<file path="src/rtl/mem_bank_writer.sv">
`default_nettype none
// ============================================================================
// Module      : mem_bank_writer
// Description : Queued host writes into a banked memory port. An optional
//               clear sweep is enabled by defining MEM_BANK_WRITER_CLEAR_EN.
// Revision    : 1.0 - initial release
// ============================================================================
module mem_bank_writer #(
    parameter int                    DATA_WIDTH  = 8,
    parameter int                    DEPTH       = 32,
    parameter int                    NUM_BANKS   = 2,
    parameter int                    FIFO_DEPTH  = 4,
    parameter logic [DATA_WIDTH-1:0] CLEAR_VALUE = '0,
    localparam int BANK_W = (NUM_BANKS > 1) ? $clog2(NUM_BANKS) : 1,
    localparam int ADDR_W = (DEPTH > 1) ? $clog2(DEPTH) : 1,
    localparam int PTR_W  = $clog2(FIFO_DEPTH),
    localparam int LVL_W  = PTR_W + 1
) (
    input  logic                  clk,
    input  logic                  reset_n,
    input  logic                  in_valid,
    output logic                  in_ready,
    input  logic [BANK_W-1:0]     in_bank,
    input  logic [ADDR_W-1:0]     in_addr,
    input  logic [DATA_WIDTH-1:0] in_data,
    input  logic                  write_allow,
    input  logic                  clear_req,
    output logic                  clear_busy,
    output logic                  wea,
    output logic [BANK_W-1:0]     banka,
    output logic [ADDR_W-1:0]     addra,
    output logic [DATA_WIDTH-1:0] dia,
    output logic [LVL_W-1:0]      fifo_level
);

    localparam int               ENT_W    = BANK_W + ADDR_W + DATA_WIDTH;
    localparam logic [LVL_W-1:0] FULL_LVL = LVL_W'(FIFO_DEPTH);

    logic [PTR_W-1:0]      wr_ptr_q, wr_ptr_d, rd_ptr_q, rd_ptr_d;
    logic [LVL_W-1:0]      level_q, level_d;
    logic                  ready_en_q;
    logic                  wea_q, wea_d;
    logic [BANK_W-1:0]     banka_q, banka_d;
    logic [ADDR_W-1:0]     addra_q, addra_d;
    logic [DATA_WIDTH-1:0] dia_q, dia_d;
    logic                  accept_en, pop_en, sweep_wr;
    logic [BANK_W-1:0]     sweep_bank;
    logic [ADDR_W-1:0]     sweep_addr;
    logic                  push, pop;
    logic [ENT_W-1:0]      fifo_mem_q [FIFO_DEPTH];
    logic [ENT_W-1:0]      head;

    assign head       = fifo_mem_q[rd_ptr_q];
    // ready_en_q keeps in_ready low until the first edge after reset release
    assign in_ready   = ready_en_q && accept_en && (level_q != FULL_LVL);
    assign push       = in_valid && in_ready;
    assign pop        = pop_en && (level_q != '0) && write_allow;
    assign fifo_level = level_q;
    assign wea        = wea_q;
    assign banka      = banka_q;
    assign addra      = addra_q;
    assign dia        = dia_q;

    always_comb begin
        wr_ptr_d = wr_ptr_q;
        rd_ptr_d = rd_ptr_q;
        level_d  = level_q;
        if (push) wr_ptr_d = wr_ptr_q + PTR_W'(1);
        if (pop)  rd_ptr_d = rd_ptr_q + PTR_W'(1);
        case ({push, pop})
            2'b10:   level_d = level_q + LVL_W'(1);
            2'b01:   level_d = level_q - LVL_W'(1);
            default: level_d = level_q;
        endcase
    end

    always_comb begin
        wea_d   = 1'b0;
        banka_d = banka_q;
        addra_d = addra_q;
        dia_d   = dia_q;
        if (pop) begin
            wea_d                       = 1'b1;
            {banka_d, addra_d, dia_d}   = head;
        end else if (sweep_wr) begin
            wea_d   = 1'b1;
            banka_d = sweep_bank;
            addra_d = sweep_addr;
            dia_d   = CLEAR_VALUE;
        end
    end

    always_ff @(posedge clk) begin
        if (push) fifo_mem_q[wr_ptr_q] <= {in_bank, in_addr, in_data};
    end

    always_ff @(posedge clk or negedge reset_n) begin
        if (!reset_n) begin
            wr_ptr_q   <= '0;
            rd_ptr_q   <= '0;
            level_q    <= '0;
            ready_en_q <= 1'b0;
            wea_q      <= 1'b0;
            banka_q    <= '0;
            addra_q    <= '0;
            dia_q      <= '0;
        end else begin
            wr_ptr_q   <= wr_ptr_d;
            rd_ptr_q   <= rd_ptr_d;
            level_q    <= level_d;
            ready_en_q <= 1'b1;
            wea_q      <= wea_d;
            banka_q    <= banka_d;
            addra_q    <= addra_d;
            dia_q      <= dia_d;
        end
    end

`ifdef MEM_BANK_WRITER_CLEAR_EN
    localparam logic [BANK_W-1:0] LAST_BANK = BANK_W'(NUM_BANKS - 1);
    localparam logic [ADDR_W-1:0] LAST_ADDR = ADDR_W'(DEPTH - 1);

    typedef enum logic [1:0] {
        ST_IDLE  = 2'd0,
        ST_DRAIN = 2'd1,
        ST_CLEAR = 2'd2
    } state_t;

    state_t            state_q, state_d;
    logic [BANK_W-1:0] sw_bank_q, sw_bank_d;
    logic [ADDR_W-1:0] sw_addr_q, sw_addr_d;
    logic              sweep_last;

    assign accept_en  = (state_q == ST_IDLE);
    assign pop_en     = (state_q != ST_CLEAR);
    assign sweep_wr   = (state_q == ST_CLEAR) && write_allow;
    assign sweep_bank = sw_bank_q;
    assign sweep_addr = sw_addr_q;
    assign sweep_last = (sw_bank_q == LAST_BANK) && (sw_addr_q == LAST_ADDR);
    assign clear_busy = (state_q != ST_IDLE);

    always_comb begin
        state_d   = state_q;
        sw_bank_d = sw_bank_q;
        sw_addr_d = sw_addr_q;
        case (state_q)
            ST_IDLE: begin
                if (clear_req) state_d = (level_q != '0) ? ST_DRAIN : ST_CLEAR;
            end
            ST_DRAIN: begin
                if (level_d == '0) state_d = ST_CLEAR;
            end
            ST_CLEAR: begin
                if (write_allow) begin
                    if (sweep_last) begin
                        state_d   = ST_IDLE;
                        sw_bank_d = '0;
                        sw_addr_d = '0;
                    end else if (sw_addr_q == LAST_ADDR) begin
                        sw_addr_d = '0;
                        sw_bank_d = sw_bank_q + BANK_W'(1);
                    end else begin
                        sw_addr_d = sw_addr_q + ADDR_W'(1);
                    end
                end
            end
            default: state_d = ST_IDLE;
        endcase
    end

    always_ff @(posedge clk or negedge reset_n) begin
        if (!reset_n) begin
            state_q   <= ST_IDLE;
            sw_bank_q <= '0;
            sw_addr_q <= '0;
        end else begin
            state_q   <= state_d;
            sw_bank_q <= sw_bank_d;
            sw_addr_q <= sw_addr_d;
        end
    end
`else
    logic unused_clear_req;

    assign unused_clear_req = clear_req;
    assign accept_en        = 1'b1;
    assign pop_en           = 1'b1;
    assign sweep_wr         = 1'b0;
    assign sweep_bank       = '0;
    assign sweep_addr       = '0;
    assign clear_busy       = 1'b0;
`endif

endmodule
`default_nettype wire

</file>
<file path="config.mk">
export PLATFORM = sky130hd
export DESIGN_NAME = mem_bank_writer
export DESIGN_NICKNAME = d
export VERILOG_FILES = /design/src/rtl/mem_bank_writer.sv
export SDC_FILE = /design/constraint.sdc
export NUM_CORES = 1
export LEC_CHECK = 0
export CAP_MARGIN = 10
export CORE_ASPECT_RATIO = 1.75
export CORE_MARGIN = 2
export CORE_UTILIZATION = 58
export CTS_CLUSTER_DIAMETER = 80
export CTS_CLUSTER_SIZE = 28
export DETAILED_ROUTE_END_ITERATION = 8
export GPL_TIMING_DRIVEN = 1
export PLACE_DENSITY = 0.85
export SLEW_MARGIN = 20
export SYNTH_ARGS = -nofsm -noshare
export SYNTH_HDL_FRONTEND = slang
export SYNTH_SLANG_ARGS = --single-unit
</file>
<file path="constraint.sdc">
create_clock -name clk -period 5.56 [get_ports clk]
set_input_delay 1.112 -clock clk [delete_from_list [all_inputs] [get_ports clk]]
set_output_delay 1.112 -clock clk [all_outputs]
set_load 0.05 [all_outputs]
</file>
==> impl_metrics.env, run 1 <==
export IMPL_first_pass_iters=4
export IMPL_drcViolationCount=0
export IMPL_rrSetupSlack_ps=3140
export IMPL_ys_ff_latch=79
export IMPL_dp_slack_ps=2300
export IMPL_hold_path_end="dia[5]$_DFFE_PN0P_"
export IMPL_startpoint_type="flop"
export IMPL_cts_root_buf="clkbuf_8"
export IMPL_wire_per_inst_um=16.2
export IMPL_cts_sinks=79
export IMPL_cts_setup_buffers=0
export IMPL_rsz0062_at_grt="false"
export IMPL_grt_pass1_vias=1444
export IMPL_worstSetupPathType="reg -> out"
export IMPL_cp_data_arrival_time_ps=1830
export IMPL_wl_met1_um=1910
export IMPL_final_cell_area_um2=3610
export IMPL_hold_buffers=0
export IMPL_start_util_pct=59.4
export IMPL_drv_cap=0
export IMPL_cts_buffers=9
export IMPL_met2_length_um=2350
export IMPL_netlist_area_um2=3100
export IMPL_routed_top_layer="met4"
export IMPL_wl_um=4460
export IMPL_worstHoldStart="dia[5]$_DFFE_PN0P_"
export IMPL_fp_coreArea_um2=5210
export IMPL_hold_class="reg -> reg"
export IMPL_ir_drop_v=0.000229
export IMPL_cts_buffer_depth=2
export IMPL_postRouteAntennaNets=0
export IMPL_chipHeight_um=101
export IMPL_port_buffers=36
export IMPL_setup_tns_ps=0
export IMPL_rows=35
export IMPL_clock_fmax_mhz=340
export IMPL_clock_skew_ps=9.66
export IMPL_period_needed_ps=2950
export IMPL_cpMaxStageDelayCell="clkdlybuf4s50_1"
export IMPL_synth_cells=174
export IMPL_crit_fanout=6
export IMPL_grt_pass1_wl_um=7020
export IMPL_antenna_found_initial=0
export IMPL_r2r_end="fifo_level[2]$_DFFE_PN0P_"
export IMPL_slew_headroom_pct=39.9
export IMPL_cp_slowest_stage_delay_ps=700
export IMPL_syn2layout_area_growth_pct=16.6
export IMPL_first_iter_violations=60
export IMPL_crit_family="buffers and inverters"
export IMPL_fillers=329
export IMPL_via_per_inst=5.39
export IMPL_hpwl_um=2960
export IMPL_outcome="completed"
export IMPL_ys_seq_area_share_pct=72.9
export IMPL_tightest_slew_ps=901
export IMPL_end_kind="primary output"
export IMPL_grt_max_degree=24
export IMPL_synth_warnings=0
export IMPL_crit_chain="o31a_1 -> clkdlybuf4s50_1"
export IMPL_worst_r2r_path_depth=8
export IMPL_synth_cell_types=23
export IMPL_worst_slack_ps=2610
export IMPL_dieWidth_um=59.2
export IMPL_ctsResizeCount=0
export IMPL_drive_above_1_share_pct=10.9
export IMPL_die_area_um2=5960
export IMPL_dr_wl_met3_um=130
export IMPL_cts_tree="done"
export IMPL_fin_nets=240
export IMPL_p_per_area_nw_per_um2=528
export IMPL_critPathBufInv=1
export IMPL_slew_violations=0
export IMPL_total_power_mw=1.91
export IMPL_h_tree_depth=3
export IMPL_io_pin_count=39
export IMPL_vias=1481
export IMPL_hold_violations=0
export IMPL_postSynthAreaPerCell_um2=17.8
export IMPL_placed_cell_area_um2=3460
export IMPL_clock_latency_ps=340
export IMPL_place_congestion=0.722
export IMPL_r2r_start="fifo_level[0]$_DFFE_PN0P_"
export IMPL_diodes=0
export IMPL_finalCritPeriodShare_pct=53.0
export IMPL_hold_path_depth=2
export IMPL_clk_pin_slew_ps=70
export IMPL_setup_viol=0
export IMPL_track_usage_pct=17.0
export IMPL_p_leak_nw=1.38
export IMPL_critical_path_required_ps=4450
export IMPL_synth_fp_nets=199
export IMPL_overflow=0
## through the flow
| stage | util [%] | hold WS (ps) | std cells |
|---|---|---|---|
| finish | 69.3 | 475 | 275 |
| detailed placement | 66.5 | 462 | 259 |
| global placement | 66.5 | 459 | 259 |
| CTS | 69.4 | 480 | 275 |
| floorplan | - | 535 | 174 |
| global route | 69.3 | 500 | 275 |
## flip-flops by register name, summed over array words and instances (netlist names)
name	cells
rd_ptr_q	2
wr_ptr_q	2
banka	1
fifo_mem_q	56
ready_en_q	1
dia	8
fifo_level	3
wea	1
addra	5
## logic make-up (layout without fill, tap and decap cells)
group	after synthesis	count (layout)	synth area share [%]
muxes	16	16	11.7
other	2	2	0.243
and+or+nand+nor	48	48	6.14
xor gates and xnor gates	6	6	1.70
DFF	79	79	72.9
adders and majority gates	6	6	2.67
AOI/OAI and AO/OA	3	3	1.66
buffers and inverters	14	60	2.99
## worst reg2reg max path: stages, from the launching register on
cell     delay [ps]
dfrtp_1         470
o31ai_4         670
inv_2           300
ha_1            290
inv_1            70
fa_1            180
xor2_1          140
nor2_1           60
xnor2_1         120
## power by group
group | internal (mW) | switching [mW]
registers | 0.759 | 0.115
logic | 0.288 | 0.407
clock network | 0.163 | 0.176
total | 1.21 | 0.699
## cell type report
type / instances / area, um2 / share of cell area (%)
Sequential cell: 79 / 2260 / 62.5
Timing Repair Buffer: 36 / 355 / 9.84
Clock buffer: 15 / 146 / 4.05
Clock inverter: 1 / 7.51 / 0.208
Multi-Input combinational cell: 81 / 747 / 20.7
Tap cell: 55 / 68.8 / 1.91
Inverter: 8 / 30.0 / 0.831
## cell usage in the layout, fill, tap and decap left out
master / instances
and2_1: 4
buf_2: 1
clkbuf_1: 6
clkbuf_8: 9
clkdlybuf4s50_1: 35
clkinvlp_4: 1
conb_1: 2
dfrtp_1: 23
edfxtp_1: 56
fa_1: 1
ha_1: 5
inv_1: 6
inv_2: 2
mux2_4: 1
mux2i_1: 1
mux4_1: 6
mux4_2: 8
nand2_1: 43
nor2_1: 1
o311a_4: 1
o31a_1: 1
o31ai_4: 1
xnor2_1: 5
xor2_1: 1
## synthesized netlist by cell type (all sizes together)
master | n | area (um2)
and2 | 4 | 25.0
buf | 6 | 62.6
conb | 2 | 7.51
dfrtp | 23 | 576
edfxtp | 56 | 1680
fa | 1 | 20.0
ha | 5 | 62.6
inv | 8 | 30.0
mux2 | 1 | 15.0
mux2i | 1 | 10.0
mux4 | 14 | 338
nand2 | 43 | 161
nor2 | 1 | 3.75
o311a | 1 | 21.3
o31a | 1 | 8.76
o31ai | 1 | 21.3
xnor2 | 5 | 43.8
xor2 | 1 | 8.76
## worst max-delay path by stage
stage | from | endpoint | slack (ps) | cells past startpoint
2_1_floorplan | write_allow | fifo_level[2]$_DFFE_PN0P_ | 3080 | 9
3_3_place_gp | write_allow | fifo_level[2]$_DFFE_PN0P_ | 2360 | 9
3_5_place_dp | write_allow | fifo_level[2]$_DFFE_PN0P_ | 2300 | 9
4_1_cts | fifo_level[0]$_DFFE_PN0P_ | in_ready | 2580 | 2
5_1_grt | fifo_level[0]$_DFFE_PN0P_ | in_ready | 2540 | 2
6_report | fifo_level[0]$_DFFE_PN0P_ | in_ready | 2610 | 2
## routing by layer
layer | vias to the layer above | global-route usage (%)
met5 | - | 0
met3 | 6 | 5.78
met2 | 30 | 26.8
li1 | 715 | -
met4 | 0 | 8.39
met1 | 730 | 20.4
No activity file was read; power rests on OpenSTA's default activity.
==> run 2, diff against run 1 <==
--- a/config.mk
+++ b/config.mk
@@ -8,12 +8,12 @@
 export CAP_MARGIN = 10
 export CORE_ASPECT_RATIO = 1.75
 export CORE_MARGIN = 2
-export CORE_UTILIZATION = 58
+export CORE_UTILIZATION = 49
 export CTS_CLUSTER_DIAMETER = 80
 export CTS_CLUSTER_SIZE = 28
 export DETAILED_ROUTE_END_ITERATION = 8
 export GPL_TIMING_DRIVEN = 1
-export PLACE_DENSITY = 0.85
+export PLACE_DENSITY = 0.77
 export SLEW_MARGIN = 20
 export SYNTH_ARGS = -nofsm -noshare
 export SYNTH_HDL_FRONTEND = slang
==> constraint.sdc (replaced) <==
create_clock -name clk -period 2.6 [get_ports clk]
set_input_delay 0.52 -clock clk [delete_from_list [all_inputs] [get_ports clk]]
set_output_delay 0.52 -clock clk [all_outputs]
set_load 0.05 [all_outputs]
==> run 2 against run 1 <==
Compared with the run above:
- largest cell class unchanged
- utilization is 7.7 points lower
- worst hold slack got worse by 2.0 ps
- combinational power is 120% higher
- power grew 130%
- final cell count grew 12%
==> impl_metrics.env, run 2 (synthesis gave the netlist of run 1 again) <==
export IMPL_outcome="completed"
export IMPL_end_kind="primary output"
export IMPL_grt_max_degree=24
export IMPL_clock_skew_ps=7.15
export IMPL_startpoint_type="flop"
export IMPL_ctsResizeCount=0
export IMPL_vias=1540
export IMPL_met2_length_um=2600
export IMPL_postRouteAntennaNets=0
export IMPL_ir_drop_v=0.000562
export IMPL_drv_cap=0
export IMPL_die_area_um2=7000
export IMPL_cts_root_buf="clkbuf_8"
export IMPL_first_pass_iters=4
export IMPL_period_needed_ps=2360
export IMPL_hold_class="reg -> reg"
export IMPL_clk_pin_slew_ps=80
export IMPL_p_leak_nw=1.45
export IMPL_first_iter_violations=89
export IMPL_h_tree_depth=3
export IMPL_cts_sinks=79
export IMPL_io_pin_count=39
export IMPL_crit_fanout=6
export IMPL_hold_violations=0
export IMPL_start_util_pct=50.5
export IMPL_fp_coreArea_um2=6130
export IMPL_drcViolationCount=0
export IMPL_port_buffers=36
export IMPL_setup_tns_ps=0
export IMPL_wire_per_inst_um=15.8
export IMPL_slew_headroom_pct=57.8
export IMPL_grt_pass1_wl_um=7830
export IMPL_setup_viol=0
export IMPL_tightest_slew_ps=633
export IMPL_final_common_cell="edfxtp_1"
export IMPL_slew_violations=0
export IMPL_via_per_inst=5.00
export IMPL_grt_pass1_vias=1514
export IMPL_hpwl_um=3110
export IMPL_place_congestion=0.720
export IMPL_top_register="fifo_mem_q"
export IMPL_p_per_area_nw_per_um2=1160
export IMPL_antenna_found_initial=0
export IMPL_most_common_layout_cells="edfxtp_1, nand2_1, clkdlybuf4s50_1"
export IMPL_wl_um=4860
export IMPL_track_usage_pct=16.0
export IMPL_overflow=0
export IMPL_critical_path_required_ps=2080
export IMPL_routed_top_layer="met4"
export IMPL_dr_wl_met3_um=146
export IMPL_rows=38
export IMPL_largest_reg_flops=56
export IMPL_rsz0062_at_grt="false"
export IMPL_wl_met1_um=1990
export IMPL_cts_tree="done"
export IMPL_syn2layout_area_growth_pct=22.0
export IMPL_clock_latency_ps=350
export IMPL_fillers=449
export IMPL_diodes=0
export IMPL_final_core_util_pct=61.6
export IMPL_finalCritPeriodShare_pct=90.8
export IMPL_clock_fmax_mhz=423
export IMPL_drive_above_1_share_pct=15.8
export IMPL_worstSetupPathType="reg -> out"
export IMPL_cts_setup_buffers=0
export IMPL_fin_nets=248
export IMPL_chipHeight_um=109
export IMPL_cp_data_arrival_time_ps=1840
export IMPL_cts_buffers=9
export IMPL_cts_buffer_depth=2
export IMPL_dieWidth_um=64.1
export IMPL_hold_buffers=0
run 2: worst max-delay path, cell delays in order (launching register included):
cell and delay [ps]:
dfrtp_1 480, o31a_1 320, clkdlybuf4s50_1 690
run 2: power by group:
| group | switching (mW) | total [mW] | internal, mW |
|---|---|---|---|
| Combinational | 0.894 | 1.54 | 0.646 |
| Clock | 0.423 | 0.990 | 0.567 |
| Sequential | 0.220 | 1.84 | 1.62 |
| Total | 1.54 | 4.37 | 2.83 |
run 2: area by class of cell:
class	instances	area [um2]	area share [%]
timing repair buffer	44	420	11.1
tap	80	100	2.65
multi-input combinational	81	747	19.8
clock buffer	11	141	3.74
inverter	8	30.0	0.795
clock inverter	5	81.3	2.15
sequential	79	2260	59.8
run 2: worst paths after layout:
| check | start | endpoint | slack (ps) | cells past startpoint |
|---|---|---|---|---|
| worst max-delay path | fifo_level[0]$_DFFE_PN0P_ | in_ready | 240 | 2 |
| worst min-delay path | dia[2]$_DFFE_PN0P_ | dia[2]$_DFFE_PN0P_ | 470 | 2 |
| worst max register to register | fifo_level[0]$_DFFE_PN0P_ | fifo_level[2]$_DFFE_PN0P_ | 540 | 8 |
| worst min register to register | dia[2]$_DFFE_PN0P_ | dia[2]$_DFFE_PN0P_ | 470 | 2 |
| max in group asynchronous | reset_n | dia[5]$_DFFE_PN0P_ | 1810 | 2 |
| min in group asynchronous | reset_n | ready_en_q$_DFF_PN0_ | 550 | 2 |
run 2: routing by layer:
metal	track usage [%]	vias to the layer above
li1	-	727
met1	18.1	770
met2	26.9	32
met3	4.54	11
met4	9.12	0
met5	0	-
run 2: through the flow:
stage                     instance area (um2)  hold slack [ps]  power, mW  instances  setup slack (ps)
after CTS                                3780              481       4.43        308               214
after global placement                   3550              457       3.40        292               361
after floorplan                          3100              224       2.98        174               344
final                                    3780              473       4.37        308               238
after detailed placement                 3550              462       3.44        292               344
after global routing                     3780              500       4.63        308               176
==> run 3, diff against run 2 <==
--- a/config.mk
+++ b/config.mk
@@ -5,15 +5,16 @@
 export SDC_FILE = /design/constraint.sdc
 export NUM_CORES = 1
 export LEC_CHECK = 0
+export ABC_CLOCK_PERIOD_IN_PS = 2300
 export CAP_MARGIN = 10
 export CORE_ASPECT_RATIO = 1.75
 export CORE_MARGIN = 2
-export CORE_UTILIZATION = 49
+export CORE_UTILIZATION = 54
 export CTS_CLUSTER_DIAMETER = 80
 export CTS_CLUSTER_SIZE = 28
 export DETAILED_ROUTE_END_ITERATION = 8
 export GPL_TIMING_DRIVEN = 1
-export PLACE_DENSITY = 0.77
+export PLACE_DENSITY = 0.8
 export SLEW_MARGIN = 20
 export SYNTH_ARGS = -nofsm -noshare
 export SYNTH_HDL_FRONTEND = slang
==> constraint.sdc (replaced) <==
create_clock -name clk -period 2.3 [get_ports clk]
set_input_delay 0.46 -clock clk [delete_from_list [all_inputs] [get_ports clk]]
set_output_delay 0.46 -clock clk [all_outputs]
set_load 0.05 [all_outputs]
==> run 3 against run 2 <==
Compared with the run above:
- global-route usage rose by 2.8 points
- combinational power rose by 18%
- largest power group unchanged
- highest routed layer unchanged
- design area rose by 1.0%
- critical endpoint is now fifo_level[0]
- die area fell by 8.8%
- first-iteration DRC count fell by 13%
- via count rose by 2.3%
- wire length rose by 3.0%
- non-clock buffer count rose by 1
==> impl_metrics.env, run 3 (synthesis gave the netlist of run 1 again) <==
export IMPL_outcome="completed"
export IMPL_fp_coreArea_um2=5540
export IMPL_slew_violations=0
export IMPL_cts_setup_buffers=0
export IMPL_overflow=0
export IMPL_tightest_slew_ps=686
export IMPL_diodes=0
export IMPL_period_needed_ps=2190
export IMPL_rrSetupSlack_ps=160
export IMPL_place_congestion=0.696
export IMPL_cp_slowest_stage_delay_ps=860
export IMPL_fillers=384
export IMPL_crit_family="buffers and inverters"
export IMPL_hpwl_um=3270
export IMPL_clk_pin_slew_ps=80
export IMPL_drive_above_1_share_pct=16.2
export IMPL_die_area_um2=6380
export IMPL_startpoint="fifo_level[0]$_DFFE_PN0P_"
export IMPL_clock_latency_ps=340
export IMPL_hold_class="reg -> reg"
export IMPL_total_power_mw=5.16
export IMPL_setup_tns_ps=0
export IMPL_cts_sinks=79
export IMPL_fin_nets=249
export IMPL_cp_data_arrival_time_ps=1730
export IMPL_r2r_start="fifo_level[0]$_DFFE_PN0P_"
export IMPL_hold_violations=0
export IMPL_p_per_area_nw_per_um2=1350
export IMPL_dieWidth_um=61.2
export IMPL_start_util_pct=55.9
export IMPL_crit_chain="clkdlybuf4s50_1"
export IMPL_vias=1575
export IMPL_p_leak_nw=1.48
export IMPL_cts_buffer_depth=2
export IMPL_drcViolationCount=0
export IMPL_rsz0062_at_grt="false"
export IMPL_crit_fanout=6
export IMPL_drv_cap=0
export IMPL_wire_per_inst_um=16.4
export IMPL_cts_buffers=9
export IMPL_hold_path_depth=2
export IMPL_ir_drop_v=0.000655
export IMPL_postRouteAntennaNets=0
export IMPL_clock_skew_ps=8.15
export IMPL_cp_depth=1
export IMPL_h_tree_depth=3
export IMPL_largest_reg_flops=56
export IMPL_io_pin_count=39
export IMPL_slew_headroom_pct=54.3
export IMPL_cts_root_buf="clkbuf_8"
export IMPL_grt_pass1_wl_um=8390
export IMPL_syn2layout_area_growth_pct=23.2
export IMPL_cts_tree="done"
export IMPL_startpoint_type="flop"
export IMPL_r2r_end="fifo_level[2]$_DFFE_PN0P_"
export IMPL_grt_pass1_vias=1689
export IMPL_rows=36
export IMPL_finalCritPeriodShare_pct=95.1
export IMPL_top_register="fifo_mem_q"
export IMPL_first_pass_iters=4
export IMPL_clock_fmax_mhz=457
export IMPL_hold_buffers=0
export IMPL_via_per_inst=5.16
export IMPL_port_buffers=36
export IMPL_track_usage_pct=18.8
export IMPL_grt_max_degree=24
export IMPL_final_common_cell="edfxtp_1"
export IMPL_endpoint="fifo_level[0]"
export IMPL_end_kind="primary output"
export IMPL_wl_um=5010
export IMPL_critPathBufInv=1
export IMPL_antenna_found_initial=0
export IMPL_critical_path_required_ps=1840
export IMPL_setup_viol=0
export IMPL_chipHeight_um=104
export IMPL_first_iter_violations=77
export IMPL_worstSetupPathType="reg -> out"
export IMPL_worst_r2r_path_depth=8
export IMPL_cpMaxStageDelayCell="clkdlybuf4s50_1"
export IMPL_most_common_layout_cells="edfxtp_1, nand2_1, clkdlybuf4s50_1"
-- run 3: cell types whose count changed in the layout (fill, tap and decap cells not counted), sizes merged --
cell,delta
buf,+1
clkbuf,-1
clkdlybuf4s50,-1
bufinv,+2
clkinv,-1
dlygate4sd2,+1
-- run 3: per-layer routing --
metal / wire length [um] / GRT usage, % / up-vias
li1: - / - / 727
met1: 1920 / 22.4 / 800
met2: 2820 / 31.2 / 42
met3: 210 / 4.10 / 6
met4: 57 / 8.39 / 0
met5: 0 / 0 / -
-- run 3: final cells by class --
type	count	area (um2)	area share, %
Multi-Input combinational cell	81	747	19.6
Sequential cell	79	2260	59.1
Inverter	8	30.0	0.787
Clock inverter	6	133	3.48
Tap cell	76	95.1	2.49
Clock buffer	10	128	3.34
Timing Repair Buffer	45	427	11.2
-- run 3: repair_timing --
item                                    CTS  global route
resized for setup                         1             0
endpoints found under the hold margin     0             0
endpoints found under the setup margin    1             0
-- run 3: how the worst min path moves through the flow --
stage,endpoint,start,slack (ps)
finish,dia[5]$_DFFE_PN0P_,dia[5]$_DFFE_PN0P_,470
global route,fifo_level[1]$_DFFE_PN0P_,reset_n,500
CTS,ready_en_q$_DFF_PN0_,reset_n,480
detailed placement,dia[0]$_DFFE_PN0P_,dia[0]$_DFFE_PN0P_,460
global placement,addra[4]$_DFFE_PN0P_,addra[4]$_DFFE_PN0P_,460
floorplan,addra[0]$_DFFE_PN0P_,reset_n,160
-- run 3: stage by stage --
stage | setup slack [ps] | hold WS [ps] | util (%) | instance area, um2 | cells
after global placement | 129 | 456 | 64.2 | 3560 | 289
after detailed placement | 60.3 | 461 | 64.2 | 3560 | 289
after global routing | 44.1 | 496 | 68.9 | 3820 | 305
final | 112 | 471 | 68.9 | 3820 | 305
after floorplan | 43.9 | 164 | - | 3100 | 174
after CTS | 88.1 | 476 | 68.9 | 3820 | 305
-- run 3: where the power goes --
part           switching (mW)  leakage (nW)  internal [mW]
clock network           0.457         0.126          0.829
logic                    1.09         0.567          0.736
registers               0.216         0.784           1.83
total                    1.76          1.48           3.40
